--- src/rtl/tape_input_loader.sv ---
// Tape input loader: synchronizes and debounces the front-panel buttons,
// streams one switch symbol into the tape per Next press, then launches the
// core with a single start pulse and waits for it to finish before re-arming.
module tape_input_loader #(
    parameter int DATA_W     = 4,
    parameter int TAPE_LEN   = 64,
    parameter int ADDR_W     = $clog2(TAPE_LEN),
    parameter int DEB_CYCLES = 4
) (
    input  logic              clock,
    input  logic              reset,
    input  logic [DATA_W-1:0] data_in,
    input  logic              next_btn,
    input  logic              done_btn,
    input  logic              compute_done,
    output logic              tape_we,
    output logic [ADDR_W-1:0] tape_addr,
    output logic [DATA_W-1:0] tape_wdata,
    output logic              start,
    output logic              loading,
    output logic [ADDR_W:0]   count,
    output logic              overflow
);

    typedef enum logic [1:0] {
        ST_LOAD  = 2'd0,
        ST_START = 2'd1,
        ST_RUN   = 2'd2
    } state_t;

    localparam logic [7:0]      DEB_MAX  = 8'(DEB_CYCLES);
    localparam logic [ADDR_W:0] CNT_FULL = (ADDR_W + 1)'(TAPE_LEN);
    localparam logic [ADDR_W:0] CNT_ONE  = (ADDR_W + 1)'(1);

    // Two-flop synchronizers
    logic              next_meta_q, next_sync_q;
    logic              done_meta_q, done_sync_q;
    logic [DATA_W-1:0] data_meta_q, data_sync_q;

    // Debouncers: accepted level, stability counter, rise pulse
    logic       next_deb_q, next_deb_d;
    logic [7:0] next_cnt_q, next_cnt_d;
    logic       next_press_q, next_press_d;
    logic       done_deb_q, done_deb_d;
    logic [7:0] done_cnt_q, done_cnt_d;
    logic       done_press_q, done_press_d;

    // Control state and registered outputs
    state_t            state_q, state_d;
    logic              tape_we_q, tape_we_d;
    logic [ADDR_W-1:0] tape_addr_q, tape_addr_d;
    logic [DATA_W-1:0] tape_wdata_q, tape_wdata_d;
    logic              start_q, start_d;
    logic              loading_q, loading_d;
    logic [ADDR_W:0]   count_q, count_d;
    logic              overflow_q, overflow_d;

    // Bring the raw pins into the clock domain
    always_ff @(posedge clock) begin
        if (reset) begin
            next_meta_q <= 1'b0;
            next_sync_q <= 1'b0;
            done_meta_q <= 1'b0;
            done_sync_q <= 1'b0;
            data_meta_q <= '0;
            data_sync_q <= '0;
        end else begin
            next_meta_q <= next_btn;
            next_sync_q <= next_meta_q;
            done_meta_q <= done_btn;
            done_sync_q <= done_meta_q;
            data_meta_q <= data_in;
            data_sync_q <= data_meta_q;
        end
    end

    // Debounce both buttons; a press pulse fires only on an accepted 0->1 flip
    always_comb begin
        next_deb_d   = next_deb_q;
        next_cnt_d   = 8'd0;
        next_press_d = 1'b0;
        if (next_sync_q != next_deb_q) begin
            if ((next_cnt_q + 8'd1) == DEB_MAX) begin
                next_deb_d   = ~next_deb_q;
                next_press_d = ~next_deb_q;
            end else begin
                next_cnt_d = next_cnt_q + 8'd1;
            end
        end else begin
            next_cnt_d = 8'd0;
        end

        done_deb_d   = done_deb_q;
        done_cnt_d   = 8'd0;
        done_press_d = 1'b0;
        if (done_sync_q != done_deb_q) begin
            if ((done_cnt_q + 8'd1) == DEB_MAX) begin
                done_deb_d   = ~done_deb_q;
                done_press_d = ~done_deb_q;
            end else begin
                done_cnt_d = done_cnt_q + 8'd1;
            end
        end else begin
            done_cnt_d = 8'd0;
        end
    end

    // Debouncer state registers
    always_ff @(posedge clock) begin
        if (reset) begin
            next_deb_q   <= 1'b0;
            next_cnt_q   <= 8'd0;
            next_press_q <= 1'b0;
            done_deb_q   <= 1'b0;
            done_cnt_q   <= 8'd0;
            done_press_q <= 1'b0;
        end else begin
            next_deb_q   <= next_deb_d;
            next_cnt_q   <= next_cnt_d;
            next_press_q <= next_press_d;
            done_deb_q   <= done_deb_d;
            done_cnt_q   <= done_cnt_d;
            done_press_q <= done_press_d;
        end
    end

    // Load/start/run sequencing; Done takes priority over a simultaneous Next
    always_comb begin
        state_d      = state_q;
        tape_we_d    = 1'b0;
        tape_addr_d  = tape_addr_q;
        tape_wdata_d = tape_wdata_q;
        start_d      = 1'b0;
        count_d      = count_q;
        overflow_d   = overflow_q;
        case (state_q)
            ST_LOAD: begin
                if (done_press_q) begin
                    if (count_q != '0) begin
                        state_d = ST_START;
                        start_d = 1'b1;
                    end else begin
                        state_d = ST_LOAD;
                    end
                end else if (next_press_q) begin
                    if (count_q != CNT_FULL) begin
                        tape_we_d    = 1'b1;
                        tape_addr_d  = count_q[ADDR_W-1:0];
                        tape_wdata_d = data_sync_q;
                        count_d      = count_q + CNT_ONE;
                    end else begin
                        overflow_d = 1'b1;
                    end
                end else begin
                    state_d = ST_LOAD;
                end
            end
            ST_START: begin
                state_d = ST_RUN;
            end
            ST_RUN: begin
                if (done_press_q && compute_done) begin
                    state_d    = ST_LOAD;
                    count_d    = '0;
                    overflow_d = 1'b0;
                end else begin
                    state_d = ST_RUN;
                end
            end
            default: begin
                state_d = ST_LOAD;
            end
        endcase
        loading_d = (state_d == ST_LOAD);
    end

    // Control state and output registers
    always_ff @(posedge clock) begin
        if (reset) begin
            state_q      <= ST_LOAD;
            tape_we_q    <= 1'b0;
            tape_addr_q  <= '0;
            tape_wdata_q <= '0;
            start_q      <= 1'b0;
            loading_q    <= 1'b1;
            count_q      <= '0;
            overflow_q   <= 1'b0;
        end else begin
            state_q      <= state_d;
            tape_we_q    <= tape_we_d;
            tape_addr_q  <= tape_addr_d;
            tape_wdata_q <= tape_wdata_d;
            start_q      <= start_d;
            loading_q    <= loading_d;
            count_q      <= count_d;
            overflow_q   <= overflow_d;
        end
    end

    assign tape_we    = tape_we_q;
    assign tape_addr  = tape_addr_q;
    assign tape_wdata = tape_wdata_q;
    assign start      = start_q;
    assign loading    = loading_q;
    assign count      = count_q;
    assign overflow   = overflow_q;

endmodule

--- config.mk ---
export PLATFORM = sky130hd
export DESIGN_NAME = tape_input_loader
export DESIGN_NICKNAME = d
export VERILOG_FILES = /design/src/rtl/tape_input_loader.sv
export SDC_FILE = /design/constraint.sdc
export NUM_CORES = 1
export LEC_CHECK = 0
export BUFFER_PORTS_ARGS = -buffer_cell sky130_fd_sc_hd__buf_4
export CAP_MARGIN = 10
export CORE_MARGIN = 2
export CORE_UTILIZATION = 41
export CTS_BUF_LIST = sky130_fd_sc_hd__clkbuf_16
export DETAILED_ROUTE_END_ITERATION = 6
export PLACE_DENSITY = 0.69
export SETUP_SLACK_MARGIN = 0.1
export SLEW_MARGIN = 20
export SYNTH_ARGS = -nofsm -noshare
export SYNTH_HDL_FRONTEND = slang
export SYNTH_SLANG_ARGS = --single-unit
--- constraint.sdc ---
create_clock -name clock -period 2.16 [get_ports clock]
set_input_delay 0.108 -clock clock [delete_from_list [all_inputs] [get_ports clock]]
set_output_delay 0.108 -clock clock [all_outputs]
set_load 0.01 [all_outputs]
==> metrics.txt, run 1 <==
final critical path time including I/O delays and setup about 1900 ps; number of endpoints failing setup at the final stage 0; instance area at placement 0.002340 sq mm; post-synthesis cell area 0.002066 sq mm; via count of the routed design around 1400; most frequent cells after synthesis sky130_fd_sc_hd__dfxtp_1 (55), sky130_fd_sc_hd__nor2_1 (36), sky130_fd_sc_hd__nor2b_1 (16); total number of H-tree levels 2; number of ports placed on the die boundary 30; number of violations of the max-capacitance limit 0; hold path cells 2; CTS max path bufs 2; power density of the placed cells slightly below 800 mW/mm^2; net count after synthesis 219; class of the most critical hold timing path input pin to register; uppermost metal layer occupied by signal nets met4; relative max-transition margin around 78%; full die area about 0.0056 sq mm; count of antenna-violating nets left after detailed routing 0; proportion of synthesized chip area in sequential cells between 50 and 60%; most used standard cell by instance count after synthesis sky130_fd_sc_hd__dfxtp_1; Synth top area share a little over half; die width around 75 um; DR pass1 iterations 4; TritonCTS clock tree yes; nature of the critical path startpoint register; Worst IR Drop VDD between 400 and 500 uV; buffer type at the clock tree root sky130_fd_sc_hd__clkbuf_16; fin crit share just under 90%; growth of design area from synthesis to finish 21.14%; maximum cell stage delay along the critical path about 450 ps; leading cell types by total area after synthesis sky130_fd_sc_hd__dfxtp_1 (53%), sky130_fd_sc_hd__nor2_1 (6.5%), sky130_fd_sc_hd__mux2i_1 (5.8%); Worst Hold Slack around 32 ps; Via density roughly 4.7; max-slew violations 0; DR DRC count 0; post-synth cell types 29; Leak Pwr between 0.9 and 1 nW; Least-Margin Pin Slew 333.4 ps; largest fanout on the critical path 12; Critical Path, Cell by Cell inv_1 -> ha_1 -> or4b_1 -> o31a_1 -> buf_4 -> mux2i_1 -> nor2_1; largest net degree at the start of global routing 33; # resized after CTS 0; proportion of synthesized flip-flops having asynchronous set or reset 0%; GRT Overall Usage approximately 14%; category of the worst setup path capture point register; buffers added on ports 29; Met1 Routed Length 1.707 mm; starting density of the core between 40% and 50%; Layout Skew ~4.9 ps; placeable core area 0.004786 sq mm; amount of wire on met2 after detailed routing around 1.5 mm; number of warnings issued by yosys 0; Syn Area/Cell a little over 10 sq um; Achievable Freq about 0.53 GHz; detailed-routed wire length on met3 ~140 um; Arrival @ worst endpoint between 2000 and 2500 ps; status finished clean; unrepaired setup endpoints after global routing false; Hold Buf Count CTS 0; antenna diode count 0; number of buffers inserted during clock tree synthesis 5; first-pass GRT wire length roughly 6 mm; final number of hold-violating endpoints 0; fraction of final layout cells sized beyond drive strength 1 about 18%; design area around 0.0025 sq mm; number of post-CTS setup repair buffers 0; Post-synth EDFFs 0; data required time of the critical path around 2300 ps; cells after synthesis roughly 210; clock-pin slew on the worst setup and hold paths approximately 70 ps; sum of negative setup slack 0 ps; total length of routed wires around 3.4 mm; slowest stage cell, crit path sky130_fd_sc_hd__or4b_1; initial antenna violation count 0; Final Net Count ~250; number of cells traversed by the worst register-to-register path 7; Sinks on Clock Net 55; clock latency at the later pin of the worst-skew pair ~280 ps; category of the most critical setup path register to register; via count of the first global-routing pass 1351; DRC marker count from the first detailed-route iteration 64; flip-flop cell with the highest count after synthesis sky130_fd_sc_hd__dfxtp_1; cell accounting for the most synthesized area sky130_fd_sc_hd__dfxtp_1; Chip Height between 70 and 80 um; placer's final routability congestion estimate 0.7542; total gr overflow 0; half-perimeter wire length of the detailed placement result roughly 2.4 mm; filler cell count in the final layout 465; detail-routed net length per standard cell between 10 and 15 um; standard-cell row count 25; flip-flop and latch count after synthesis 55
-- layer usage --
layer / GRT usage, % / vias to the layer above
li1: - / 733
met1: 17.80 / 669
met2: 21.64 / 19
met3: 4.284 / 4
met4: 7.738 / 0
met5: 0 / -
-- cells by family (layout without fill, tap and decap cells) --
| family | Yosys count | after routing | share of synthesized area, % |
|---|---|---|---|
| adders and majority gates | 5 | 5 | 3.028 |
| AOI/OAI and AO/OA | 8 | 8 | 2.604 |
| muxes | 12 | 12 | 5.815 |
| xor gates and xnor gates | 20 | 20 | 8.480 |
| buffers and inverters | 13 | 45 | 3.513 |
| and+or+nand+nor | 92 | 92 | 23.26 |
| DFF | 55 | 55 | 53.30 |
-- registers in the layout, indices dropped and copies added (netlist names), 2 cells and up --
register,cells
count,7
data_sync_q,4
tape_wdata,4
done_cnt_q,8
state_q,2
next_cnt_q,8
tape_addr,6
data_meta_q,4
-- per-stage QoR --
stage                     instances  total power, mW  util, %  setup slack (ps)
after floorplan                 205            1.073        -             293.1
after global placement          297            1.089    48.89             342.4
after detailed placement        297            1.089    48.89             271.3
after CTS                       304            1.966    52.29             275.4
after global routing            304            2.016    52.29             149.1
final                           304            1.934    52.29             283.3
-- critical path, delay by kind of cell, from the launching register on --
| kind | cells | cell delay, ps |
|---|---|---|
| simple gates | 2 | 510 |
| buf+inv | 2 | 300 |
| compound gates | 1 | 300 |
| mux | 1 | 160 |
| fa+ha+maj | 1 | 130 |
| flops | 1 | 370 |
-- where the power goes --
part / internal [mW] / total (mW) / switching (mW) / leakage (nW)
sequential: 1.03 / 1.03 / 0.00399 / 0.446
combinational: 0.0183 / 0.0357 / 0.0174 / 0.456
clock: 0.540 / 0.869 / 0.329 / 0.0759
total: 1.58 / 1.93 / 0.350 / 0.977
-- worst paths after layout --
path / start / endpoint / slack, ps
min reg2reg: data_meta_q[0]$_SDFF_PP0_ / data_sync_q[0]$_SDFF_PP0_ / 440
max: count[0]$_SDFFE_PP0P_ / tape_addr[5]$_SDFFE_PP0P_ / 280
min: done_btn / done_meta_q$_SDFF_PP0_ / 30
max reg2reg: count[0]$_SDFFE_PP0P_ / tape_addr[5]$_SDFFE_PP0P_ / 280
-- cell type report --
class	count	area, sq um	share of cell area, %
inverters	6	22.52	0.9000
repair buffers	32	240.2	9.600
flip-flops and latches	55	1101	44.00
well taps	67	83.83	3.350
multi-input cells	137	892.1	35.65
clock buffers	5	125.1	5.000
clock inverters	2	37.54	1.500
-- cell usage in the layout (no fill, tap or decap), drive strengths merged --
| cell type | Yosys | layout |
|---|---|---|
| ha | 5 | 5 |
| mux2i | 12 | 12 |
| nand3 | 9 | 9 |
| buf | 2 | 32 |
| xnor2 | 9 | 9 |
| a21oi | 3 | 3 |
| nor2b | 16 | 16 |
| nor3b | 2 | 2 |
| a31o | 1 | 1 |
| a31oi | 2 | 2 |
| a32oi | 1 | 1 |
| nand2b | 5 | 5 |
| nor2 | 36 | 36 |
| bufinv | 0 | 1 |
| nand2 | 6 | 6 |
| nor3 | 5 | 5 |
| o31a | 1 | 1 |
| clkbuf | 5 | 5 |
| and3 | 4 | 4 |
| inv | 6 | 6 |
| dfxtp | 55 | 55 |
| or4b | 2 | 2 |
| xor2 | 11 | 11 |
| nor4b | 3 | 3 |
| nand4 | 3 | 3 |
| and4 | 1 | 1 |
| clkinvlp | 0 | 1 |
(Power assumes the default switching activity.)
==> run 2, diff against run 1 <==
--- a/config.mk
+++ b/config.mk
@@ -12,6 +12,7 @@
 export CTS_BUF_LIST = sky130_fd_sc_hd__clkbuf_16
 export DETAILED_ROUTE_END_ITERATION = 6
 export PLACE_DENSITY = 0.69
+export REMOVE_ABC_BUFFERS = 1
 export SETUP_SLACK_MARGIN = 0.1
 export SLEW_MARGIN = 20
 export SYNTH_ARGS = -nofsm -noshare
==> constraint.sdc (replaced) <==
create_clock -name clock -period 1.9 [get_ports clock]
set_input_delay 0.095 -clock clock [delete_from_list [all_inputs] [get_ports clock]]
set_output_delay 0.095 -clock clock [all_outputs]
set_load 0.01 [all_outputs]
==> run 2 against run 1 <==
Net effect:
- final area increased by 4.1%
- sequential cell count unchanged
- clock skew about the same
- critical path depth unchanged
- first-iteration DRC count increased by 28%
- register-to-register slack got worse by 210 ps
- largest cell class unchanged
- hold slack got worse by 23 ps
- sequential power increased by 14%
- cell count increased by 3.3%
- worst setup slack got worse by 210 ps
- global-route usage increased by 0.66 points
==> metrics.txt, run 2 (synthesis gave the netlist of run 1 again) <==
portion of total power attributed to sequential cells 55.1% (+1.9 points); leading cell types in the layout, fill and taps excluded sky130_fd_sc_hd__dfxtp_1 (53), sky130_fd_sc_hd__buf_4 (38), sky130_fd_sc_hd__nor2_1 (36); power density of the placed cells 815.0 mW/mm^2 (+5.5%); fin crit share 96.23% (+9.4 points); Achievable Freq 0.5469 GHz (+2.6%); cell family contributing the most delay on the critical path simple AND/OR/NAND/NOR gates; count of antenna-violating nets left after detailed routing 0 (unchanged); buffers added on ports 29 (unchanged); Least-Margin Pin Slew 390.3 ps (+56.82 ps); placeable core area 0.004786 sq mm (unchanged); Critical Path, Cell by Cell inv_2 -> ha_4 -> or4b_4 -> o31a_1 -> buf_6 -> mux2i_1 -> nor2_1; total number of H-tree levels 2 (unchanged); number of buffers inserted during clock tree synthesis 5 (unchanged); fraction of final layout cells sized beyond drive strength 1 25.10% (+7.0 points); Sinks on Clock Net 55 (unchanged); total length of routed wires 3.787 mm (+11%); class of the most critical hold timing path input pin to register; placer's final routability congestion estimate 0.7374 (-2.2%); nature of the critical path startpoint register; GRT Overall Usage 14.80% (+0.66 points); Final Net Count 260 (+3.6%); via count of the routed design 1485 (+4.2%); clock latency at the later pin of the worst-skew pair 290 ps (about the same); unrepaired setup endpoints after global routing true; buffer type at the clock tree root sky130_fd_sc_hd__clkbuf_16; Via density 4.729 (+0.89%); number of endpoints failing setup at the final stage 0 (unchanged); category of the worst setup path capture point register; DR DRC count 0 (unchanged); category of the most critical setup path register to register; combinational fraction of design power 2.0% (+0.2 points); amount of wire on met2 after detailed routing 1.853 mm (+24%); Chip Height 74.98 um (unchanged); initial antenna violation count 0 (unchanged); Worst Hold Slack 9.169 ps (-22.87 ps); Worst IR Drop VDD 553.3 uV (+20%); final critical path time including I/O delays and setup 1828 ps (-48.24 ps); Sw Pwr 441.8 uW (+26%); number of cells traversed by the worst register-to-register path 7 (unchanged); switching share of power 20.82% (+2.7 points); detailed-routed wire length on met3 159 um (+10%); number of buffer and inverter instances along the worst setup path 2 (unchanged); CTS max path bufs 2 (unchanged); max-slew violations 0 (unchanged); data required time of the critical path 2080 ps (-250 ps); via count of the first global-routing pass 1427 (+5.6%); TritonCTS clock tree yes; number of gates on the worst path with buffers counted 7 (unchanged); Clock power frac 42.8% (-2.1 points); first-pass GRT wire length 6.327 mm (+5.5%); slowest stage cell, crit path sky130_fd_sc_hd__or4b_4; maximum cell stage delay along the critical path 460 ps (about the same); most common cell after layout, fill and taps aside sky130_fd_sc_hd__dfxtp_1; DRC marker count from the first detailed-route iteration 82 (+28%); hold path cells 2 (unchanged); final number of hold-violating endpoints 0 (unchanged); Met1 Routed Length 1.692 mm (-0.88%); largest net degree at the start of global routing 25 (-24%); total gr overflow 0 (unchanged); standard-cell row count 25 (unchanged); full die area 0.005622 sq mm (unchanged); Arrival @ worst endpoint 2010 ps (-30 ps); status finished clean; Leak Pwr 1.022 nW (+4.6%); detail-routed net length per standard cell 12.06 um (+7.5%); half-perimeter wire length of the detailed placement result 2.488 mm (+4.2%); total instance count after detailed placement 304 (+2.4%); number of ports placed on the die boundary 30 (unchanged); number of violations of the max-capacitance limit 0 (unchanged); relative max-transition margin 73.91% (-3.9 points); starting density of the core 43.16% (unchanged); growth of design area from synthesis to finish 26.04%; clock-pin slew on the worst setup and hold paths 70 ps (about the same); sum of negative setup slack 0 ps (unchanged); antenna diode count 0 (unchanged); Layout Skew 4.491 ps (-0.4099 ps); Internal 1.680 mW (+6.1%); final cell count without fillers 314 (+3.3%); uppermost metal layer occupied by signal nets met4; largest fanout on the critical path 6 (-6); DR pass1 iterations 4 (unchanged); die width 74.98 um (unchanged)
run 2: cell type report:
type	instances	area, sq um
clock buffer	5	125.1
clock inverter	3	25.02
fill	453	2182
inverter	6	22.52
multi-input combinational	137	924.6
sequential	55	1104
tap	67	83.83
timing repair buffer	41	319.1
run 2: worst reg2reg max path: cells and delay by family (launching register included):
family                   cells  cell delay (ps)
AND/OR/NAND/NOR              2              520
AO/OA/AOI/OAI                1              360
flip-flops                   1              330
buffers and inverters        2              240
multiplexers                 1              150
adder cells (fa/ha/maj)      1              120
run 2: power groups by stage:
stage                     Clock (mW)  Sequential, mW  Combinational, mW
after CTS                      0.929            1.17             0.0435
after global routing           0.985            1.17             0.0482
after detailed placement           0            1.20             0.0434
final                          0.909            1.17             0.0429
after floorplan                    0            1.20             0.0168
after global placement             0            1.20             0.0425
run 2: path summary, 6_finish.rpt:
path | to | slack, ps | startpoint
max reg2reg | tape_wdata[0]$_SDFFE_PP0P_ | 70 | count[0]$_SDFFE_PP0P_
max | tape_wdata[0]$_SDFFE_PP0P_ | 70 | count[0]$_SDFFE_PP0P_
min reg2reg | data_sync_q[0]$_SDFF_PP0_ | 440 | data_meta_q[0]$_SDFF_PP0_
min | data_meta_q[3]$_SDFF_PP0_ | 9 | data_in[3]
run 2: per-layer routing:
metal  up-vias  global-route usage, %
li1        759                      -
met1       691                  17.96
met2        28                  24.76
met3         7                  4.150
met4         0                  5.952
met5         -                      0
run 2: stage by stage:
step / power [mW] / cell area (sq um) / setup slack (ps) / utilization [%]
floorplan: 1.212 / 2016 / -9.591 / -
global placement: 1.239 / 2392 / 124.9 / 49.99
detailed placement: 1.240 / 2392 / 57.82 / 49.99
CTS: 2.142 / 2571 / 51.90 / 53.73
global route: 2.204 / 2604 / 1.967 / 54.41
finish: 2.122 / 2604 / 71.54 / 54.41
run 2: repair_timing:
item	CTS	global route
gates resized for setup	7	7
setup buffers	2	0
endpoints found under the setup margin	9	16
pin swaps	2	6
hold buffers	0	0
